<file path="src/rtl/tm_tape_viewer.sv">
// Tape read-back viewer: loads a WINDOW-cell slice of the tape RAM and scrolls it
// left/right on debounced button edges, showing the head position within the slice.
module tm_tape_viewer #(
  parameter int unsigned DEPTH  = 32,
  parameter int unsigned WINDOW = 5,
  parameter int unsigned SYM_W  = 2,
  localparam int unsigned AW    = (DEPTH > 1) ? $clog2(DEPTH) : 1,
  localparam int unsigned DW    = WINDOW * SYM_W
) (
  input  logic              clock,
  input  logic              reset_n,
  input  logic              compute_done,
  input  logic [AW-1:0]     head_pos,
  input  logic              next_btn,
  input  logic              prev_btn,
  output logic              rd_en,
  output logic [AW-1:0]     rd_addr,
  input  logic [SYM_W-1:0]  rd_data,
  output logic [DW-1:0]     window_data,
  output logic [AW-1:0]     window_base,
  output logic [WINDOW-1:0] head_mark,
  output logic              busy,
  output logic              at_left,
  output logic              at_right
);

  localparam logic [AW-1:0] MAX_BASE = AW'(DEPTH - WINDOW);
  localparam logic [AW-1:0] LAST_OFS = AW'(WINDOW - 1);

  typedef enum logic [1:0] {IDLE, LOAD, WAIT_LAST, SHOW} state_t;

  state_t          state;
  logic [1:0]      next_sync;
  logic [1:0]      prev_sync;
  logic            next_q;
  logic            prev_q;
  logic            next_edge;
  logic            prev_edge;
  logic            rd_q;
  logic            shown;
  logic [AW-1:0]   target;
  logic [DW-1:0]   shadow;
  logic [DW-1:0]   cap_word;

  assign next_edge = next_sync[1] & ~next_q;
  assign prev_edge = prev_sync[1] & ~prev_q;

  // Returning data shifts in from the top so slot 0 ends up holding the first read.
  assign cap_word = DW'({rd_data, shadow} >> SYM_W);

  assign at_left  = (window_base == '0);
  assign at_right = (window_base == MAX_BASE);

  // Head marker only refers to a window that has actually been displayed.
  always_comb begin
    head_mark = '0;
    for (int unsigned i = 0; i < WINDOW; i++) begin
      head_mark[i] = shown && (head_pos == window_base + AW'(i));
    end
  end

  always_ff @(posedge clock) begin
    if (!reset_n) begin
      state       <= IDLE;
      next_sync   <= '0;
      prev_sync   <= '0;
      next_q      <= 1'b0;
      prev_q      <= 1'b0;
      rd_q        <= 1'b0;
      shown       <= 1'b0;
      target      <= '0;
      shadow      <= '0;
      rd_en       <= 1'b0;
      rd_addr     <= '0;
      window_data <= '0;
      window_base <= '0;
      busy        <= 1'b0;
    end else begin
      next_sync <= {next_sync[0], next_btn};
      prev_sync <= {prev_sync[0], prev_btn};
      next_q    <= next_sync[1];
      prev_q    <= prev_sync[1];
      rd_q      <= rd_en;

      if (!compute_done) begin
        state       <= IDLE;
        target      <= '0;
        rd_en       <= 1'b0;
        rd_addr     <= '0;
        window_data <= '0;
        window_base <= '0;
        busy        <= 1'b0;
        shown       <= 1'b0;
      end else begin
        case (state)
          IDLE: begin
            target  <= '0;
            rd_addr <= '0;
            rd_en   <= 1'b1;
            busy    <= 1'b1;
            state   <= LOAD;
          end
          LOAD: begin
            if (rd_q) shadow <= cap_word;
            if (rd_addr == target + LAST_OFS) begin
              rd_en <= 1'b0;
              state <= WAIT_LAST;
            end else begin
              rd_addr <= rd_addr + AW'(1);
            end
          end
          WAIT_LAST: begin
            window_data <= cap_word;
            window_base <= target;
            busy        <= 1'b0;
            shown       <= 1'b1;
            state       <= SHOW;
          end
          SHOW: begin
            // Simultaneous edges cancel; a step into a boundary is ignored.
            if (next_edge && !prev_edge && !at_right) begin
              target  <= window_base + AW'(1);
              rd_addr <= window_base + AW'(1);
              rd_en   <= 1'b1;
              busy    <= 1'b1;
              state   <= LOAD;
            end else if (prev_edge && !next_edge && !at_left) begin
              target  <= window_base - AW'(1);
              rd_addr <= window_base - AW'(1);
              rd_en   <= 1'b1;
              busy    <= 1'b1;
              state   <= LOAD;
            end
          end
          default: state <= IDLE;
        endcase
      end
    end
  end

endmodule

</file>
<file path="config.mk">
export PLATFORM = sky130hd
export DESIGN_NAME = tm_tape_viewer
export DESIGN_NICKNAME = d
export VERILOG_FILES = /design/src/rtl/tm_tape_viewer.sv
export SDC_FILE = /design/constraint.sdc
export NUM_CORES = 1
export LEC_CHECK = 0
export CAP_MARGIN = 10
export CORE_MARGIN = 10
export CORE_UTILIZATION = 35
export DETAILED_ROUTE_END_ITERATION = 16
export PLACE_DENSITY = 0.66
export REMOVE_ABC_BUFFERS = 1
export SYNTH_ARGS = -nofsm -noshare
export SYNTH_HDL_FRONTEND = slang
export SYNTH_SLANG_ARGS = --single-unit
</file>
<file path="constraint.sdc">
create_clock -name clock -period 3.1 [get_ports clock]
set_input_delay 0.31 -clock clock [delete_from_list [all_inputs] [get_ports clock]]
set_output_delay 0.31 -clock clock [all_outputs]
set_load 0.02 [all_outputs]
</file>
# Yosys cells after proc, flatten, opt, wreduce, memory -nomap -nowiden
# Cells that the tools add are included.
dict set report word_totals {
  reg_bits 47
  inputBits 12
}
dict set report classes {
  n_mux 14
  bitwise_logic 4
  n_eq_ne 13
  reduce_logical 25
  add_sub_neg 7
}
# op n
set op_table {}
lappend op_table {{$eq 5x5->1} 6}
lappend op_table {{$mux 5} 3}
lappend op_table {{$pmux 5 s3} 1}
lappend op_table {{$add 5x1->5 const B} 2}
lappend op_table {{$add 5x2->5 const B} 2}
lappend op_table {{$add 5x3->5 const B} 2}
lappend op_table {{$pmux 5 s2} 1}
lappend op_table {{$logic_and 1x1->1} 9}
lappend op_table {{$reduce_and 3->1} 3}
lappend op_table {{$pmux 2 s4} 1}
lappend op_table {{$reduce_and 2->1} 4}
lappend op_table {{$mux 2} 3}
lappend op_table {{$pmux 1 s3} 2}
lappend op_table {{$reduce_bool 3->1} 2}
lappend op_table {{$eq 5x5->1 const B} 1}
lappend op_table {{$logic_not 5->1} 1}
lappend op_table {{$sub 5x1->5 const B} 1}
lappend op_table {{$eq 2x2->1 const B} 2}
lappend op_table {{$logic_not 1->1} 4}
lappend op_table {{$ne 2x2->1 const B} 2}
lappend op_table {{$mux 1} 3}
lappend op_table {{$ne 3x3->1 const B} 1}
lappend op_table {{$and 1x1->1} 2}
lappend op_table {{$eq 2x1->1 const B} 1}
lappend op_table {{3 further kinds} 4}

# Logic depth before layout (Yosys ltp)
dict set report logic_depth {
  ltp_word 8
  ltp_mapped 9
  depth_no_buf 7
}

# Worst setup path after synthesis
# OpenSTA, ideal clock, no wires.
dict set report synth_timing {
  kind {register -> register}
  from {register window_base[2]}
  to {register rd_en}
  t_arrival_ps 2250
  required_time_ps 2968
  setup_slack_ps 718
  period_less_slack_ps 2382
  path_stages_with_launch 9
  setup_time_ps 132
  cell_sequence {dfxtp_1 > inv_1 > ha_1 > and3_4 > buf_6 > or3_4 > and3_4 > o41ai_1 > a21oi_1}
}
dict set report synth_via {
  elab_chain_cells 5
  elab_cells_between_ends 10
}
# item line_no
set synth_lines {}
lappend synth_lines {{from (decl)} 20} ;# output logic [AW-1:0] window_base,
lappend synth_lines {{from (signal assigned)} 114} ;# window_base <= target;
lappend synth_lines {{$eq 5x5->1 (*)} 52} ;# assign at_right = (window_base == MAX_BASE);
lappend synth_lines {{net at_right} 24} ;# output logic at_right
lappend synth_lines {{$logic_not 1->1 (*)} 121} ;# if (next_edge && !prev_edge && !at_right) begin
lappend synth_lines {{$logic_and 1x1->1 (*)} 121}
lappend synth_lines {{$ne 3x3->1 (no source line) or $mux 1 (tied branches)} --}
lappend synth_lines {{$reduce_and 3->1 (no source line) or $pmux 1 s3 (tied branches)} --}
lappend synth_lines {{to (signal assigned)} 106} ;# rd_en <= 1'b0;
lappend synth_lines {{to (signal assigned)} 124} ;# rd_en <= 1'b1;
lappend synth_lines {{to (signal assigned)} 130} ;# rd_en <= 1'b1;
lappend synth_lines {{to (decl)} 16} ;# output logic rd_en,
# The timed path passes the listed nets; every way through them passes the cells marked *.
# A chain may end at the register's enable or synchronous reset.

# Worst setup path after layout
dict set report layout_timing {
  from {register window_base[2]}
  to {output port head_mark[2]}
}
dict set report layout_via {
  elab_chain_cells 3
}
# item line_no
set layout_lines {}
lappend layout_lines {{$add 5x2->5} 58} ;# head_mark[i] = shown && (head_pos == window_base + AW'(i));
lappend layout_lines {{$eq 5x5->1} 58}
lappend layout_lines {{$logic_and 1x1->1} 58}
lappend layout_lines {{to (decl)} 21} ;# output logic [WINDOW-1:0] head_mark,
# No other way between the ends.

==> results.toml <==
[final_layout]
area_growth_pct = 24.3
final_core_util_pct = 44.4
antenna_cells = 0
drive_gt1_share_pct = 5.88
final_nets = 333
stdcell_area_mm2 = 0.00300

[placed_design]
preCtsSetupSlack_ps = 390
port_buffers = 40
place_area_mm2 = 0.00290
place_hpwl_um = 4000
routabilityCongestion = 0.806

[clock_tree]
clock-sinks = 45
clk_pin_slew_worst_paths_ps = 90
clockRootBuffer = "clkbuf_8"
holdBufCountCts = 0
cts_buffers = 5
htree_levels = 2
clockBufferDepth = 2
clk_latency_ps = 310
cts_tree = "yes"
cts-resized-gates = 0
post_cts_buffers = 0

[timing]
max_slew_margin_pct = 27.1
rsz0062_at_grt = "no"
hold_violations = 0
fin_skew_ps = 4.60
setup_viol = 0
worst-slew-pin-transition_ps = 1090
finalWorstSetupSlack_ps = 318
fmax_mhz = 359
fin_tns_setup_ps = 0
period_minus_slack_ps = 2780
timing.final.crit_share_pct = 89.8
slew_violations = 0

[route]
wl_per_cell_um = 14.4
drt-pass1-iter-count = 4
vias = 1956
drt_iter0_drc = 57
routed_via_density = 5.07
ant_nets = 0
drc = 0
wirelength_um = 5550

[floorplan]
io_pins = 41
dieArea_mm2 = 0.0106
die_h_um = 103
rows = 30
die_w_um = 103
start_util_pct = 35.8
core_area_mm2 = 0.00676

[setup_path]
criticalPathCategory = "flip-flop to output port"
worstPathRequired_ps = 2790
worstPathMaxFanout = 9
crit_arrival_ps = 2470
crit_path_start_kind = "flip-flop"
end_kind = "output port"

[synth]
synth.cell_area_mm2 = 0.00242
synth_async_sr_flop_share_pct = 0
syn_inst = 264
synth.avg_cell_area_um2 = 9.15
yosysTopAreaCell = "dfxtp_1"
synth_cell_types = 37
synth.yosys.warnings = 0
synth_edf_count = 0
ys_top_cells_by_area = "dfxtp_1, mux2i_1, ha_1, xnor2_1, nor2_1"
ys_ff_latch = 45
synth_top_area_share_pct = 37.3
yosys_most_used_dff = "dfxtp_1"
ys_seq_area_share_pct = 37.3

[outcome]
status = "finished clean"

[global_route]
grt_pass1_vias = 1918
antenna_found_initial = 0
grt_overflow_total = 0
grt_util_all_layers_pct = 10.9
grt_pass1_wl_um = 9320
grt_max_degree = 22

[flow_run]
maxCapViolCount = 0

[power_and_ir_drop]
p_leak_nw = 1.11
p_per_area_mw_per_mm2 = 372
peakVddDrop_mv = 0.234

[worst_hold_path]
hp-class = "flip-flop to flip-flop"
[cells in the mapped netlist, types with 2 or more instances]
| cell | number |
|---|---|
| nand3b_1 | 3 |
| nand3_1 | 6 |
| nor2b_1 | 11 |
| a32oi_1 | 2 |
| dfxtp_1 | 45 |
| ha_1 | 16 |
| xor2_1 | 8 |
| o311a_1 | 2 |
| and2_1 | 9 |
| o21ai_0 | 13 |
| nand2_1 | 15 |
| nor3_1 | 4 |
| or3_1 | 4 |
| xnor2_1 | 14 |
| mux2i_1 | 28 |
| clkbuf_1 | 9 |
| a21oi_1 | 12 |
| nor2_1 | 23 |
| and3_4 | 2 |
| nand2b_1 | 4 |
| o32ai_1 | 3 |
| nor4_1 | 6 |
| nand4_1 | 3 |
| inv_1 | 9 |
[cell families (layout without fill, tap and decap cells)]
logic type / Yosys count / after routing / share of synthesized area (%)
AND/OR/NAND/NOR: 94 / 94 / 20.9
adder cells (fa/ha/maj): 16 / 16 / 8.29
XOR/XNOR: 22 / 22 / 7.98
multiplexers: 28 / 28 / 11.6
AO/OA/AOI/OAI: 39 / 39 / 10.5
buffers and inverters: 20 / 62 / 3.47
flip-flops: 45 / 45 / 37.3
[path summary, 6_finish.rpt]
path                                             startpoint                      end  slack (ps)  cells past startpoint
worst max-delay path            window_base[2]$_SDFFE_PN0N_             head_mark[2]         320                      5
worst min register to register      next_sync[0]$_SDFF_PN0_  next_sync[1]$_SDFF_PN0_         440                      1
worst min-delay path                next_sync[0]$_SDFF_PN0_  next_sync[1]$_SDFF_PN0_         440                      1
worst max register to register  window_base[2]$_SDFFE_PN0N_       rd_en$_SDFFE_PN0P_         700                      7
[per-layer routing]
metal / GRT usage [%] / vias to the layer above / share of wire (%)
met5: 0 / - / 0
met3: 4.49 / 8 / 7.8
met2: 16.7 / 38 / 44
met4: 4.06 / 0 / 1.3
li1: - / 997 / -
met1: 13.5 / 913 / 47
[cell type report]
type | instances | area, um2
fillers | 670 | 3750
repair buffers | 45 | 438
inverters | 9 | 33.8
well taps | 80 | 100
clock inverters | 2 | 16.3
flip-flops and latches | 45 | 901
multi-input cells | 199 | 1430
clock buffers | 6 | 82.6
[critical path, cell delays in order (launching register included)]
cell,delay (ps)
dfxtp_1,510
inv_1,220
ha_1,330
xor2_1,160
nor4_1,280
clkdlybuf4s50_1,660
[registers in the layout, indices dropped and copies added, names as in the netlist]
name,cells
state,2
prev_q,1
rd_q,1
window_data,10
busy,1
prev_sync,2
next_sync,2
shadow,8
shown,1
next_q,1
rd_en,1
rd_addr,5
target,5
window_base,5
[where the power goes]
part	switching [mW]	internal [mW]	total (mW)	leakage (nW)
Sequential	0.00604	0.587	0.593	0.364
Combinational	0.0667	0.0603	0.127	0.697
Clock	0.213	0.184	0.397	0.0478
Total	0.286	0.831	1.12	1.11
[stage by stage]
step	cells	hold slack (ps)	power (mW)
after floorplan	253	412	0.687
after global placement	378	417	0.733
after detailed placement	378	424	0.734
after CTS	386	445	1.13
after global routing	386	460	1.17
final	386	442	1.12
[placed cells by master (no fill, tap or decap), types with 2 or more instances in the layout]
cell type	count
nand2_1	15
inv_1	9
and3_4	2
xnor2_1	14
o311a_1	2
nand4_1	3
dfxtp_1	45
buf_4	5
and2_1	9
o21ai_0	13
a32oi_1	2
nand3_1	6
nand2b_1	4
a21oi_1	12
or3_1	4
nor2_1	23
clkbuf_8	6
clkdlybuf4s50_1	40
ha_1	16
mux2i_1	28
xor2_1	8
o32ai_1	3
nor4_1	6
nor3_1	4
nand3b_1	3
nor2b_1	11
Note: power is estimated with default switching activity, not from simulation.
